**config.mk**
```make
export PLATFORM = sky130hd
export DESIGN_NAME = partition_stats_flat
export DESIGN_NICKNAME = d
export VERILOG_FILES = /design/src/rtl/partition_stats_pkg.sv /design/src/rtl/partition_stats_if.sv /design/src/rtl/minmax_track.sv /design/src/rtl/partition_stats.sv /design/src/flat_wrapper.sv
export SDC_FILE = /design/constraint.sdc
export NUM_CORES = 1
export LEC_CHECK = 0
export BUFFER_PORTS_ARGS = -buffer_cell sky130_fd_sc_hd__buf_2
export CORE_MARGIN = 1
export CORE_UTILIZATION = 40
export CTS_CLUSTER_SIZE = 30
export DETAILED_ROUTE_END_ITERATION = 10
export GPL_TIMING_DRIVEN = 1
export PLACE_DENSITY = 0.65
export SETUP_SLACK_MARGIN = 0.5
export SYNTH_ARGS = -nofsm -noshare
export SYNTH_HDL_FRONTEND = slang
export SYNTH_HIERARCHICAL = 1
export SYNTH_SLANG_ARGS = --single-unit
```
**constraint.sdc**
```tcl
create_clock -name clk -period 3.5 [get_ports clk]
set_clock_uncertainty 0.2 [all_clocks]
set_input_delay 0.7 -clock clk [delete_from_list [all_inputs] [get_ports clk]]
set_output_delay 0.7 -clock clk [all_outputs]
set_load 0.03 [all_outputs]
```
**src/rtl/partition_stats_pkg.sv**
```systemverilog
// Shared definitions for the median filter partition actor: compare cases,
// pixel classes, FSM states and the default buffer size.
package median_pkg;

    localparam logic [10:0] DEF_BUFF_SIZE = 11'd1024;

    // Compare case is {data > pivot, data >= pivot}; EQ1 cannot occur and is
    // folded into the equal class.
    localparam logic [1:0] LOW  = 2'b00;
    localparam logic [1:0] EQ0  = 2'b01;
    localparam logic [1:0] EQ1  = 2'b10;
    localparam logic [1:0] LARG = 2'b11;

    localparam logic [1:0] CLS_LOW  = 2'b00;
    localparam logic [1:0] CLS_EQ   = 2'b01;
    localparam logic [1:0] CLS_LARG = 2'b11;

    typedef enum logic [1:0] {
        IDLE   = 2'd0,
        RUN    = 2'd1,
        REPORT = 2'd2
    } state_e;

    function automatic logic [1:0] cmp_case(input logic [7:0] data, input logic [7:0] pivot);
        return {data > pivot, data >= pivot};
    endfunction

endpackage

```
**src/rtl/partition_stats_if.sv**
```systemverilog
// Pixel input stream into the partition actor.
// A beat transfers on a rising edge where s_valid and s_ready are both high;
// s_data is only meaningful while s_valid is high, and s_ready never depends on s_valid.
interface partition_stats_if;
    logic [7:0] s_data;
    logic       s_valid;
    logic       s_ready;

    modport master (output s_data, output s_valid, input s_ready);
    modport slave  (input s_data, input s_valid, output s_ready);
endinterface

```
**src/rtl/minmax_track.sv**
```systemverilog
// Running 8-bit min/max of the values presented with en; clr restarts the
// tracker at min=255, max=0 so an empty set is recognisable downstream.
module minmax_track (
    input  logic       clk,
    input  logic       rst_n,
    input  logic       clr,
    input  logic       en,
    input  logic [7:0] din,
    output logic [7:0] min_val,
    output logic [7:0] max_val
);

    always_ff @(posedge clk or negedge rst_n) begin
        if (!rst_n) begin
            min_val <= 8'd255;
            max_val <= 8'd0;
        end else if (clr) begin
            min_val <= 8'd255;
            max_val <= 8'd0;
        end else if (en) begin
            if (din < min_val) min_val <= din;
            if (din > max_val) max_val <= din;
        end
    end

endmodule

```
**src/rtl/partition_stats.sv**
```systemverilog
// Partition actor for the iterative pivot search: classifies one buffer's pixel
// stream against the pivot, counts and tracks extrema, and reports with up_next.
module partition_stats
    import median_pkg::*;
#(
    parameter logic [10:0] BUFF_SIZE     = DEF_BUFF_SIZE,
    parameter int          BUFF_SIZE_BIT = $clog2(BUFF_SIZE) + 1
) (
    input  logic                     clk,
    input  logic                     rst_n,
    input  logic                     start,
    input  logic [7:0]               in_pivot,
    input  logic [BUFF_SIZE_BIT-1:0] in_buff_size,
    input  logic [BUFF_SIZE_BIT-1:0] in_median_pos,
    input  logic [7:0]               in_second_median_value,
    partition_stats_if.slave         s,
    output logic [7:0]               out_data,
    output logic [1:0]               out_class,
    output logic                     out_valid,
    output logic [BUFF_SIZE_BIT-1:0] lower_size,
    output logic [BUFF_SIZE_BIT-1:0] equal_size,
    output logic [BUFF_SIZE_BIT-1:0] larger_size,
    output logic [8:0]               max_lower,
    output logic [8:0]               min_lower,
    output logic [8:0]               max_larger,
    output logic [8:0]               min_larger,
    output logic [BUFF_SIZE_BIT-1:0] in_buff_size_samp,
    output logic [BUFF_SIZE_BIT-1:0] in_median_pos_samp,
    output logic [8:0]               in_pivot_samp,
    output logic [8:0]               in_second_median_value_samp,
    output logic                     up_next,
    output logic                     busy,
    output logic                     done,
    output logic [1:0]               state_dbg
);

    localparam logic [BUFF_SIZE_BIT-1:0] ONE = BUFF_SIZE_BIT'(1);

    state_e                   state, state_nxt;
    logic [BUFF_SIZE_BIT-1:0] consumed;
    logic [BUFF_SIZE_BIT-1:0] consumed_inc;
    logic                     start_acc;
    logic                     beat;
    logic [1:0]               cls;
    logic                     lower_hit, larger_hit;
    logic [7:0]               min_lo, max_lo, min_la, max_la;

    assign start_acc    = start && (state == IDLE);
    assign beat         = s.s_valid && s.s_ready;
    assign consumed_inc = consumed + ONE;

    always_comb begin
        cls = CLS_EQ;
        case (cmp_case(s.s_data, in_pivot_samp[7:0]))
            LOW:     cls = CLS_LOW;
            LARG:    cls = CLS_LARG;
            default: cls = CLS_EQ;
        endcase
    end

    assign lower_hit  = beat && (cls == CLS_LOW);
    assign larger_hit = beat && (cls == CLS_LARG);

    always_comb begin
        state_nxt = state;
        case (state)
            IDLE:    if (start) state_nxt = (in_buff_size == '0) ? REPORT : RUN;
            RUN:     if (beat && (consumed_inc == in_buff_size_samp)) state_nxt = REPORT;
            REPORT:  state_nxt = IDLE;
            default: state_nxt = IDLE;
        endcase
    end

    always_ff @(posedge clk or negedge rst_n) begin
        if (!rst_n) state <= IDLE;
        else        state <= state_nxt;
    end

    always_ff @(posedge clk or negedge rst_n) begin
        if (!rst_n) begin
            consumed                    <= '0;
            lower_size                  <= '0;
            equal_size                  <= '0;
            larger_size                 <= '0;
            out_data                    <= 8'd0;
            out_class                   <= 2'b00;
            out_valid                   <= 1'b0;
            done                        <= 1'b0;
            in_pivot_samp               <= 9'd127;
            in_second_median_value_samp <= 9'd127;
            in_buff_size_samp           <= BUFF_SIZE_BIT'(BUFF_SIZE);
            in_median_pos_samp          <= BUFF_SIZE_BIT'(BUFF_SIZE >> 1);
        end else begin
            out_valid <= beat;
            if (start_acc) begin
                in_pivot_samp               <= {1'b0, in_pivot};
                in_second_median_value_samp <= {1'b0, in_second_median_value};
                in_buff_size_samp           <= in_buff_size;
                in_median_pos_samp          <= in_median_pos;
                consumed                    <= '0;
                lower_size                  <= '0;
                equal_size                  <= '0;
                larger_size                 <= '0;
                done                        <= 1'b0;
            end
            if (beat) begin
                consumed  <= consumed_inc;
                out_data  <= s.s_data;
                out_class <= cls;
                case (cls)
                    CLS_LOW:  lower_size  <= lower_size + ONE;
                    CLS_LARG: larger_size <= larger_size + ONE;
                    default:  equal_size  <= equal_size + ONE;
                endcase
            end
            // Results become valid on entry to REPORT, including the zero-size path.
            if (state_nxt == REPORT) done <= 1'b1;
        end
    end

    minmax_track u_lower (
        .clk     (clk),
        .rst_n   (rst_n),
        .clr     (start_acc),
        .en      (lower_hit),
        .din     (s.s_data),
        .min_val (min_lo),
        .max_val (max_lo)
    );

    minmax_track u_larger (
        .clk     (clk),
        .rst_n   (rst_n),
        .clr     (start_acc),
        .en      (larger_hit),
        .din     (s.s_data),
        .min_val (min_la),
        .max_val (max_la)
    );

    assign min_lower  = {1'b0, min_lo};
    assign max_lower  = {1'b0, max_lo};
    assign min_larger = {1'b0, min_la};
    assign max_larger = {1'b0, max_la};

    assign s.s_ready = (state == RUN);
    assign up_next   = (state == REPORT);
    assign busy      = (state != IDLE);
    assign state_dbg = state;

endmodule

```
**src/flat_wrapper.sv**
```systemverilog
// flat-port wrapper written by rule: the top's interface ports become plain ports
module partition_stats_flat import median_pkg::*;
#(
    parameter logic [10:0] BUFF_SIZE     = DEF_BUFF_SIZE,
    parameter int          BUFF_SIZE_BIT = $clog2(BUFF_SIZE) + 1
)
  (clk, rst_n, start, in_pivot, in_buff_size, in_median_pos, in_second_median_value, out_data, out_class, out_valid, lower_size, equal_size, larger_size, max_lower, min_lower, max_larger, min_larger, in_buff_size_samp, in_median_pos_samp, in_pivot_samp, in_second_median_value_samp, up_next, busy, done, state_dbg, s_s_data, s_s_valid, s_s_ready);
  partition_stats_if s_i ();
  input  logic clk;
  input  logic rst_n;
  input  logic start;
  input  logic [7:0] in_pivot;
  input  logic [BUFF_SIZE_BIT-1:0] in_buff_size;
  input  logic [BUFF_SIZE_BIT-1:0] in_median_pos;
  input  logic [7:0] in_second_median_value;
  output logic [7:0] out_data;
  output logic [1:0] out_class;
  output logic out_valid;
  output logic [BUFF_SIZE_BIT-1:0] lower_size;
  output logic [BUFF_SIZE_BIT-1:0] equal_size;
  output logic [BUFF_SIZE_BIT-1:0] larger_size;
  output logic [8:0] max_lower;
  output logic [8:0] min_lower;
  output logic [8:0] max_larger;
  output logic [8:0] min_larger;
  output logic [BUFF_SIZE_BIT-1:0] in_buff_size_samp;
  output logic [BUFF_SIZE_BIT-1:0] in_median_pos_samp;
  output logic [8:0] in_pivot_samp;
  output logic [8:0] in_second_median_value_samp;
  output logic up_next;
  output logic busy;
  output logic done;
  output logic [1:0] state_dbg;
  input wire logic [$bits(s_i.s_data)-1:0] s_s_data;
  input wire logic [$bits(s_i.s_valid)-1:0] s_s_valid;
  output wire logic [$bits(s_i.s_ready)-1:0] s_s_ready;
  assign s_i.s_data = s_s_data;
  assign s_i.s_valid = s_s_valid;
  assign s_s_ready = s_i.s_ready;
  partition_stats #(.BUFF_SIZE(BUFF_SIZE), .BUFF_SIZE_BIT(BUFF_SIZE_BIT)) u_core (.clk(clk), .rst_n(rst_n), .start(start), .in_pivot(in_pivot), .in_buff_size(in_buff_size), .in_median_pos(in_median_pos), .in_second_median_value(in_second_median_value), .s(s_i), .out_data(out_data), .out_class(out_class), .out_valid(out_valid), .lower_size(lower_size), .equal_size(equal_size), .larger_size(larger_size), .max_lower(max_lower), .min_lower(min_lower), .max_larger(max_larger), .min_larger(min_larger), .in_buff_size_samp(in_buff_size_samp), .in_median_pos_samp(in_median_pos_samp), .in_pivot_samp(in_pivot_samp), .in_second_median_value_samp(in_second_median_value_samp), .up_next(up_next), .busy(busy), .done(done), .state_dbg(state_dbg));
endmodule
```
# Word-level counts from Yosys, hierarchy flattened
# Cells that the tools add are included.
# word_totals
regBits,128
inputBits,50
wordCells,86
# classes
addsub,4
order_cmp,6
n_eq_ne,6
muxes,30
n_reduce_logical,23
# ops
cell,count
2-to-1 mux 11 bit,11
2-to-1 mux 8 bit,12
adder 11 x 1 -> 11 bit (second input constant),4
greater-than comparator 8 bit,3
nonzero test 2 bit,9
< comparator 8 bit,2
== test 11 bit,1
logical NOT 11 bit,1
== test 2 bit (second input constant),4
greater-or-equal comparator 8 bit,1
case mux 2 bit (2 select lines),2
AND reduction 2 bit,4
logical NOT 2 bit,3
2-to-1 mux 2 bit,3
logical AND 1 bit,5
== test 2 x 1 -> 1 bit (second input constant),1
2-to-1 mux 1 bit,2
OR reduction 2 bit,1

# Depth between registers and ports, before layout
# Gate-level depths: netlist of run 1.
# logic_depth
depth_word,7
ltp_mapped,13
ltp_nobuf,12

# By module
# Netlist of run 1, hierarchy kept.
# by_module_without_submodules
mod,n_inst,cells_each,area_each_um2,seq_area_each_um2
partition_stats,1,532,4830.9,2422.3
minmax_track,2,122,1119.8,410.4

# Worst setup path after synthesis of run 1
# Ideal clock, no wire load.
# synth_timing
kind,input to register
startpoint,in s_s_data[1]
endpoint,reg u_core.u_lower.min_val[0]
setup_ns,0.075
arrival_ns,2.896
slack_ns,0.329
cell_stages,12
n_path_buf,1
path_cell_list,ha_1 -> nor2b_1 -> o21a_1 -> o21a_1 -> o21ai_1 -> buf_2 -> nand2_1 -> inv_1 -> nor2b_1 -> o21ai_0 -> a21oi_2 -> mux2i_1
# synth_via
elab_chain_len,7
elab_cells_between_ends,11
cone_classes,order compare: 3; eq/ne: 1; mux: 1; reduce/logical: 6
# synth_lines
element,line_no,source
start: declaration,flat_wrapper.sv:34,input wire logic [$bits(s_i.s_data)-1:0] s_s_data;
greater-or-equal comparator 8 bit or greater-than comparator 8 bit (tied branches),partition_stats_pkg.sv:25,"return {data > pivot, data >= pivot};"
== test 2 bit or logical NOT 2 bit (tied branches),partition_stats.sv:54,"case (cmp_case(s.s_data, in_pivot_samp[7:0]))"
case mux 2 bit (2 select lines) (*),partition_stats.sv:54,
logical NOT 2 bit (*),partition_stats.sv:61,assign lower_hit = beat && (cls == CLS_LOW);
logical AND 1 bit (*),partition_stats.sv:61,
net u_core.lower_hit,partition_stats.sv:45,"logic lower_hit, larger_hit;"
nonzero test 2 bit (no source line) (*),-,
AND reduction 2 bit (no source line) (*),-,
end signal: assignment,minmax_track.sv:21,if (din < min_val) min_val <= din;
end: declaration,minmax_track.sv:9,"output logic [7:0] min_val,"
# The timed path passes the listed nets; every way through them passes the cells marked *.
# A chain may end at the register's enable or synchronous reset.

# Worst setup path in the final report of run 1
# layout_timing
startpoint,reg u_core.in_pivot_samp[2]
endpoint,reg u_core.u_larger.min_val[1]
# layout_via
elab_chain_len,7
elab_cells_between_ends,9
cone_classes,order compare: 2; eq/ne: 2; mux: 1; reduce/logical: 4
# layout_lines
element,line_no,source
start: declaration,partition_stats.sv:29,"output logic [8:0] in_pivot_samp,"
start signal: assignment,partition_stats.sv:96,"in_pivot_samp <= {1'b0, in_pivot};"
greater-or-equal comparator 8 bit or greater-than comparator 8 bit (tied branches),partition_stats_pkg.sv:25,
== test 2 bit or logical NOT 2 bit (tied branches),partition_stats.sv:54,
case mux 2 bit (2 select lines) (*),partition_stats.sv:54,
== test 2 bit (*),partition_stats.sv:62,assign larger_hit = beat && (cls == CLS_LARG);
logical AND 1 bit (*),partition_stats.sv:62,
net u_core.larger_hit,partition_stats.sv:45,
nonzero test 2 bit (no source line) (*),-,
AND reduction 2 bit (no source line) (*),-,
end signal: assignment,minmax_track.sv:21,
end: declaration,minmax_track.sv:9,
# Marks and branches as above.

==> results.json, run 1 <==
{
  "outcome": "finished, final reports clean",
  "timing.rr.end": "u_core/u_larger/min_val[1]",
  "worstSetupPathType": "register to register",
  "setup_viol": 0,
  "cts_made_buffers": 17,
  "place_hpwl_um": 14200,
  "power_mw": 8.13,
  "drive_gt1_frac": 0.293,
  "multiInputGateArea_sq_um": 3510,
  "nets": 1059,
  "reg2reg_slack_ns": 0.67,
  "period_needed_ns": 2.83,
  "postRouteAntennaNets": 0,
  "drtIter0Drc": 354,
  "critPathMaxStageDelay_ns": 0.53,
  "yosysTopAreaCell": "dfrtp_1",
  "seqCellArea_sq_um": 3240,
  "slew_headroom": 0.494,
  "yosys.cell_types.count": 63,
  "clk_pin_slew_worst_paths_ns": 0.06,
  "async_reset_ff_frac": 1.00,
  "core_area_sq_um": 17300,
  "path_buf_inv": 3,
  "numPortBuffers": 169,
  "tightest_slew_ns": 0.760,
  "clock_path_buffers": 2,
  "rsz0062_at_grt": "false",
  "fp.dieH_um": 135,
  "rows": 48,
  "synth_edf_count": 0,
  "synthTopCellsByArea": "dfrtp_1, dfstp_2, nand2_1",
  "place_congestion": 0.802,
  "powerDensity_nw_per_um2": 905,
  "syn_area_sq_um": 7070,
  "critPathRequiredTime_ns": 3.63,
  "grt_first_pass_wirelength_um": 31500,
  "grt_pass1_vias": 6015,
  "fill_cells": 1655,
  "end_kind": "register",
  "route.detailed.drc": 0,
  "avgRoutedWirePerCell_um": 16.5,
  "io_pins": 176,
  "path_cells": "inv_1 > ha_1 > and4_1 > a21oi_2 > buf_4 > a21boi_4 > nor2b_1 > o21ai_0 > a21oi_4 > buf_4 > mux2i_1",
  "cp_max_fo": 4,
  "synth_top_area_frac": 0.340,
  "maxSlewViolCount": 0,
  "critPathSlowestCell": "dfstp_2",
  "start_kind": "register",
  "fmax_ghz": 0.353,
  "synth_cells": 776,
  "ys_seq_area_frac": 0.459,
  "yosysMostFrequentCell": "nand2_1",
  "p_leak_nw": 4.68,
  "finalSetupTns_ns": 0,
  "cts_sinks": 128,
  "antenna_found_initial": 0,
  "critPathMostFrequentCell": "buf_4",
  "diodes": 0,
  "vias_per_cell": 5.10,
  "globalRouteTotalUtil": 0.225,
  "die-area_sq_um": 18200,
  "cap_violations": 0,
  "initial_utilization": 0.409,
  "yosys-top-cells-count": "nand2_1, dfrtp_1, inv_1",
  "htree_levels": 4,
  "syn_avg_cell_area_sq_um": 9.11,
  "place_area_sq_um": 8260,
  "ys_ff_latch": 128,
  "die_w_um": 135,
  "overflow": 0,
  "final_area_sq_um": 8980,
  "r2r-start": "u_core/in_pivot_samp[2]",
  "root_buffer": "clkbuf_16",
  "synth_warnings": 6,
  "arrival_ns": 2.97,
  "wl_um": 19900,
  "drtPass1Iterations": 5,
  "cts_hold_buf": 0,
  "period_share": 0.810,
  "hold_viol": 0,
  "cts_tree": "yes",
  "synth_ff_type": "dfrtp_1",
  "grt_max_degree": 64,
  "hp-class": "input pin to asynchronous set/reset pin",
  "vias": 6142,
  "peakVddDrop_v": 0.000366,
  "reg2reg_depth": 11,
  "crit_family": "compound AO/OA/AOI/OAI gates",
  "clkLatencyLatePin_ns": 0.42,
  "syn_to_final_growth_pct": 27.0
}
[cells in the final DEF, fill, tap and decap left out, drive strengths merged, types with 9 or more instances in the layout]
| master | count |
|---|---|
| inv | 54 |
| nand3 | 19 |
| ha | 42 |
| nand2 | 204 |
| mux2i | 52 |
| nor2 | 50 |
| xor2 | 9 |
| o21ai | 40 |
| nand4 | 18 |
| and3 | 10 |
| dfrtp | 96 |
| dfstp | 32 |
| clkbuf | 22 |
| a21oi | 13 |
| xnor2 | 9 |
| buf | 202 |
[flip-flops by register name (all words and copies together) (netlist names), 8 cells and up]
name,flops
u_core/out_data,8
u_core/lower_size,11
u_core/u_larger/min_val,8
u_core/u_lower/max_val,8
u_core/in_second_median_value_samp,8
u_core/u_lower/min_val,8
u_core/consumed,11
u_core/u_larger/max_val,8
u_core/larger_size,11
u_core/in_buff_size_samp,11
u_core/equal_size,11
u_core/in_pivot_samp,8
u_core/in_median_pos_samp,11
[layout make-up]
type	count	share of cell area
inverter	54	0.0226
tap	225	0.0314
sequential	128	0.361
clock buffer	22	0.0528
timing repair buffer	202	0.126
clock inverter	10	0.0149
multi-input combinational	564	0.391
[worst reg2reg max path: stages, from the launching register on]
cell	delay [ns]
dfstp_2	0.53
inv_1	0.09
ha_1	0.34
and4_1	0.24
a21oi_2	0.16
buf_4	0.17
a21boi_4	0.21
nor2b_1	0.14
o21ai_0	0.14
a21oi_4	0.15
buf_4	0.16
mux2i_1	0.21
[cells by family after synthesis]
family	after synthesis	synth area share
simple gates	341	0.214
flops	128	0.459
compound gates	104	0.101
buf+inv	89	0.0529
mux	52	0.0736
fa+ha+maj	42	0.0743
xor+xnor	19	0.0255
other cells	1	0.000530
[metrics by stage]
| stage | hold WS [ns] | util | setup WS, ns | cells |
|---|---|---|---|---|
| final | 0.166 | 0.519 | 0.666 | 1205 |
| after global routing | 0.217 | 0.519 | 0.519 | 1205 |
| after CTS | 0.175 | 0.517 | 0.513 | 1202 |
| after detailed placement | 0.252 | 0.477 | 0.190 | 1165 |
| after global placement | 0.244 | 0.477 | 0.284 | 1165 |
| after floorplan | 0.204 | - | 0.504 | 781 |
[power by group]
group,switching (mW),total [mW],internal (mW)
Sequential,0.444,2.56,2.11
Combinational,2.46,3.75,1.29
Clock,0.651,1.82,1.17
Total,3.55,8.13,4.57
[worst max-delay path by stage]
stage | from | to | slack (ns) | cells after the start
6_report | u_core/in_pivot_samp[2] | u_core/u_larger/min_val[1] | 0.67 | 11
5_1_grt | u_core/in_pivot_samp[2] | u_core/u_larger/min_val[1] | 0.52 | 11
4_1_cts | u_core/in_pivot_samp[2] | u_core/u_larger/max_val[0] | 0.51 | 10
3_5_place_dp | s_s_data[6] | u_core/u_larger/min_val[6] | 0.19 | 10
3_3_place_gp | s_s_data[6] | u_core/u_larger/min_val[5] | 0.28 | 10
2_1_floorplan | s_s_data[1] | u_core/u_lower/min_val[0] | 0.50 | 12
[metal layers]
layer / track usage / share of wire
met5: 0 / 0
met4: 0.0874 / 0.023
met3: 0.0458 / 0.045
met2: 0.370 / 0.48
met1: 0.291 / 0.45
[what timing repair did]
action | CTS | global route
pin swaps | 2 | 4
buffers inserted | 5 | 3
gates resized for setup | 1 | 4
endpoints found under the setup margin | 24 | 32
(Power assumes the default switching activity.)
==> run 2, diff against run 1 <==
==> constraint.sdc (replaced) <==
create_clock -name clk -period 2.8 [get_ports clk]
set_clock_uncertainty 0.2 [all_clocks]
set_input_delay 0.56 -clock clk [delete_from_list [all_inputs] [get_ports clk]]
set_output_delay 0.56 -clock clk [all_outputs]
set_load 0.03 [all_outputs]
==> results.json, run 2 (synthesis results as in run 1) <==
{
  "outcome": "finished, final reports clean",
  "powerDensity_nw_per_um2": 1120,
  "multiInputGateArea_sq_um": 3780,
  "rsz0062_at_grt": "true",
  "drtPass1Iterations": 6,
  "vias": 6270,
  "cp_max_fo": 4,
  "start_kind": "register",
  "fp.dieH_um": 135,
  "globalRouteTotalUtil": 0.227,
  "place_congestion": 0.863,
  "dp_slack_ns": -0.0398,
  "overflow": 0,
  "htree_levels": 4,
  "seqCellArea_sq_um": 3250,
  "core_area_sq_um": 17300,
  "peakVddDrop_v": 0.000510,
  "place_hpwl_um": 14200,
  "io_pins": 176,
  "grt_first_pass_wirelength_um": 31600,
  "clk_pin_slew_worst_paths_ns": 0.06,
  "period_share": 0.928,
  "tightest_slew_ns": 0.594,
  "initial_utilization": 0.409,
  "grt_max_degree": 61,
  "numPortBuffers": 169,
  "cts_sinks": 128,
  "worstSetupPathType": "register to register",
  "nets": 1089,
  "route.detailed.drc": 0,
  "cts_tree": "yes",
  "p_leak_nw": 4.90,
  "slew_headroom": 0.604,
  "vias_per_cell": 5.08,
  "avgRoutedWirePerCell_um": 16.3,
  "fill_cells": 1559,
  "postRouteAntennaNets": 0,
  "fmax_ghz": 0.385,
  "hp-class": "input pin to register",
  "diodes": 0,
  "die-area_sq_um": 18200,
  "cts_made_buffers": 17,
  "end_kind": "register",
  "antenna_found_initial": 0,
  "die_w_um": 135,
  "final_common_cell": "nand2_1",
  "final_cell_mix": "nand2_1, buf_2, dfrtp_1",
  "drtIter0Drc": 350,
  "setup_viol": 0,
  "period_needed_ns": 2.60,
  "power_mw": 10.7,
  "clkLatencyLatePin_ns": 0.43,
  "syn_to_final_growth_pct": 35.7,
  "root_buffer": "clkbuf_16",
  "grt_pass1_vias": 6005,
  "rows": 48,
  "clock_path_buffers": 2,
  "setup_slack_ns": 0.201,
  "drive_gt1_frac": 0.358,
  "maxSlewViolCount": 0,
  "critPathRequiredTime_ns": 2.95,
  "cap_violations": 0,
  "hold_viol": 0,
  "arrival_ns": 2.75,
  "wl_um": 20100,
  "finalSetupTns_ns": 0
}
[run 2: worst paths after layout]
check,to,cells past startpoint,slack [ns],startpoint
hold / removal,u_core/in_second_median_value_samp[1],3,0.12,in_second_median_value[1]
setup reg to reg,u_core/u_lower/min_val[3],13,0.20,u_core/in_pivot_samp[1]
min in group asynchronous,u_core/u_larger/max_val[5],2,0.49,rst_n
max in group asynchronous,u_core/u_lower/min_val[5],3,1.23,rst_n
setup / recovery,u_core/u_lower/min_val[3],13,0.20,u_core/in_pivot_samp[1]
hold reg to reg,u_core/in_second_median_value_samp[0],2,0.26,u_core/in_second_median_value_samp[0]
[run 2: layer usage]
| layer | GRT usage | part of all wire |
|---|---|---|
| met1 | 0.298 | 0.45 |
| met2 | 0.368 | 0.49 |
| met3 | 0.0484 | 0.043 |
| met4 | 0.0799 | 0.018 |
| met5 | 0 | 0 |
[run 2: per-stage QoR]
stage,std cells,cell area [sq um],hold WS [ns],utilization
2_1_floorplan,781,7200,0.0644,-
3_3_place_gp,1176,8490,0.247,0.491
3_5_place_dp,1176,8490,0.249,0.491
4_1_cts,1221,9380,0.102,0.542
5_1_grt,1235,9600,0.127,0.555
6_report,1235,9600,0.119,0.555
[run 2: where the power goes]
group / total (mW) / switching, mW / internal (mW)
Sequential: 3.21 / 0.565 / 2.65
Clock: 2.38 / 0.862 / 1.51
Combinational: 5.12 / 3.22 / 1.90
[run 2: final cells by class]
class | instances | share of cell area
Tap cell | 225 | 0.0293
Clock buffer | 19 | 0.0461
Timing Repair Buffer | 232 | 0.150
Sequential cell | 128 | 0.339
Inverter | 54 | 0.0216
Clock inverter | 13 | 0.0194
Multi-Input combinational cell | 564 | 0.394
[run 2: what timing repair did]
action,CTS,global route
pin swaps,21,15
setup buffers,12,12
setup endpoints to repair,60,61
endpoints found under the hold margin,46,0
gates resized for setup,37,20
cloned,0,2
hold buffers,1,0
[run 2: worst max-delay path: stages (launching register included)]
cell and delay [ns]:
dfstp_2 0.53, inv_2 0.05, ha_4 0.21, nor2b_4 0.12
o21a_1 0.17, o21a_1 0.20, o21ai_4 0.24, nand2_4 0.07
inv_2 0.07, nor2b_4 0.13, o21ai_2 0.07, a21oi_4 0.16
buf_6 0.15, mux2i_1 0.18
==> run 3, diff against run 2 <==
--- a/config.mk
+++ b/config.mk
@@ -7,12 +7,12 @@
 export LEC_CHECK = 0
 export BUFFER_PORTS_ARGS = -buffer_cell sky130_fd_sc_hd__buf_2
 export CORE_MARGIN = 1
-export CORE_UTILIZATION = 40
+export CORE_UTILIZATION = 45
 export CTS_CLUSTER_SIZE = 30
 export DETAILED_ROUTE_END_ITERATION = 10
 export GPL_TIMING_DRIVEN = 1
-export PLACE_DENSITY = 0.65
-export SETUP_SLACK_MARGIN = 0.5
+export PLACE_DENSITY = 0.71
+export SETUP_SLACK_MARGIN = 0.3
 export SYNTH_ARGS = -nofsm -noshare
 export SYNTH_HDL_FRONTEND = slang
 export SYNTH_HIERARCHICAL = 1
==> results.json, run 3 (synthesis results as in run 1) <==
{
  "outcome": "finished, final reports clean",
  "crit_family": "compound AO/OA/AOI/OAI gates",
  "powerDensity_nw_per_um2": 1120,
  "hold_slack_ns": 0.119,
  "worstSetupPathType": "register to register",
  "wl_um": 19700,
  "crit_cells": 12,
  "globalRouteTotalUtil": 0.252,
  "fp.dieH_um": 127,
  "route.detailed.drc": 0,
  "p_sw_frac": 0.439,
  "place_congestion": 0.848,
  "rows": 45,
  "final_common_cell": "nand2_1",
  "p_int_mw": 5.82,
  "hp-class": "input pin to register",
  "cts_made_buffers": 17,
  "initial_utilization": 0.463,
  "arrival_ns": 2.79,
  "vias": 6240,
  "pwr-share-seq": 0.309,
  "root_buffer": "clkbuf_16",
  "overflow": 0,
  "avgRoutedWirePerCell_um": 16.4,
  "path_buf_inv": 3,
  "end_kind": "register",
  "final_area_sq_um": 9260,
  "critPathRequiredTime_ns": 2.94,
  "antenna_found_initial": 1,
  "place_hpwl_um": 14000,
  "core_area_sq_um": 15300,
  "cap_violations": 0,
  "critPathMostFrequentCell": "o21a_1",
  "clkLatencyLatePin_ns": 0.42,
  "clock_path_buffers": 2,
  "tightest_slew_ns": 0.684,
  "io_pins": 176,
  "diodes": 0,
  "nets": 1070,
  "drive_gt1_frac": 0.328,
  "hold_depth": 3,
  "rsz0062_at_grt": "true",
  "die-area_sq_um": 16200,
  "cts_sinks": 128,
  "numPortBuffers": 169,
  "clk_pin_slew_worst_paths_ns": 0.05,
  "comb_power_share": 0.481,
  "grt_pass1_vias": 5976,
  "p_switching_mw": 4.55,
  "critPathSlowestCell": "dfstp_2",
  "peakVddDrop_v": 0.000580,
  "place_area_sq_um": 8430,
  "die_w_um": 127,
  "drtPass1Iterations": 5,
  "cp_max_fo": 8,
  "maxSlewViolCount": 0,
  "period_share": 0.948,
  "grt_max_degree": 64,
  "path_cells": "inv_2 > ha_4 > nor2b_4 > o21a_1 > o21a_1 > o21ai_4 > nand2_4 > inv_4 > o21ai_2 > a211oi_4 > buf_12 > mux2i_1",
  "reg2reg_depth": 12,
  "syn_to_final_growth_pct": 31.0,
  "period_needed_ns": 2.65,
  "grt_first_pass_wirelength_um": 31200,
  "p_leak_nw": 4.77,
  "htree_levels": 4,
  "vias_per_cell": 5.19,
  "hold_viol": 0,
  "postRouteAntennaNets": 0,
  "setup_viol": 0,
  "critPathMaxStageDelay_ns": 0.54,
  "cts_tree": "yes",
  "fmax_ghz": 0.377,
  "clkPwrFrac": 0.210,
  "start_kind": "register",
  "final_cell_mix": "nand2_1, buf_2, dfrtp_1",
  "slew_headroom": 0.544,
  "drtIter0Drc": 428
}
[run 3: timing repair]
| item | in CTS | in global routing |
|---|---|---|
| hold buffers | 1 | 0 |
| hold endpoints to repair | 20 | 0 |
| gates resized for setup | 15 | 22 |
| setup buffers | 3 | 5 |
| endpoints found under the setup margin | 37 | 46 |
| pin swaps | 10 | 7 |
[run 3: power by group through the flow]
stage	registers, mW	clock network (mW)	logic [mW]
after global placement	3.22	0	4.58
after global routing	3.31	2.30	5.40
after floorplan	4.31	0	2.14
after CTS	3.21	2.21	4.83
after detailed placement	3.22	0	4.69
final	3.21	2.18	4.99
[run 3: area by class of cell]
type | instances | area (sq um)
Clock buffer | 28 | 537
Clock inverter | 4 | 47.5
Sequential cell | 128 | 3240
Timing Repair Buffer | 213 | 1260
Tap cell | 211 | 264
Fill cell | 1339 | 6000
Inverter | 54 | 205
Multi-Input combinational cell | 564 | 3700
[run 3: worst paths after layout]
| check | startpoint | slack, ns | to |
|---|---|---|---|
| worst max-delay path | u_core/in_pivot_samp[1] | 0.15 | u_core/u_lower/max_val[7] |
| worst min-delay path | in_second_median_value[4] | 0.12 | u_core/in_second_median_value_samp[4] |
| min in group asynchronous | rst_n | 0.46 | u_core/u_larger/max_val[5] |
| worst min register to register | u_core/in_second_median_value_samp[5] | 0.26 | u_core/in_second_median_value_samp[5] |
| worst max register to register | u_core/in_pivot_samp[1] | 0.15 | u_core/u_lower/max_val[7] |
| max in group asynchronous | rst_n | 1.21 | u_core/in_second_median_value_samp[2] |
[run 3: metrics by stage]
step	power [mW]	util	setup TNS, ns	instances	worst slack [ns]
after detailed placement	7.91	0.552	-0.270	1161	-0.0377
after global routing	11.0	0.607	0	1202	0.0584
after floorplan	6.45	-	-0.492	781	-0.0507
final	10.4	0.607	0	1202	0.146
after CTS	10.3	0.597	0	1197	0.211
after global placement	7.80	0.552	0	1161	0.00635
[run 3: worst reg2reg max path: stages (launching register included)]
cell	delay, ns
dfstp_2	0.54
inv_2	0.06
ha_4	0.21
nor2b_4	0.12
o21a_1	0.16
o21a_1	0.19
o21ai_4	0.23
nand2_4	0.08
inv_4	0.07
o21ai_2	0.08
a211oi_4	0.24
buf_12	0.18
mux2i_1	0.21
[run 3: per-layer routing]
metal | vias up | GRT usage | routed length, um
met4 | 2 | 0.0931 | 452
met1 | 3002 | 0.321 | 8630
met2 | 174 | 0.412 | 9570
met5 | - | 0 | 13
li1 | 3026 | - | -
met3 | 36 | 0.0645 | 1060
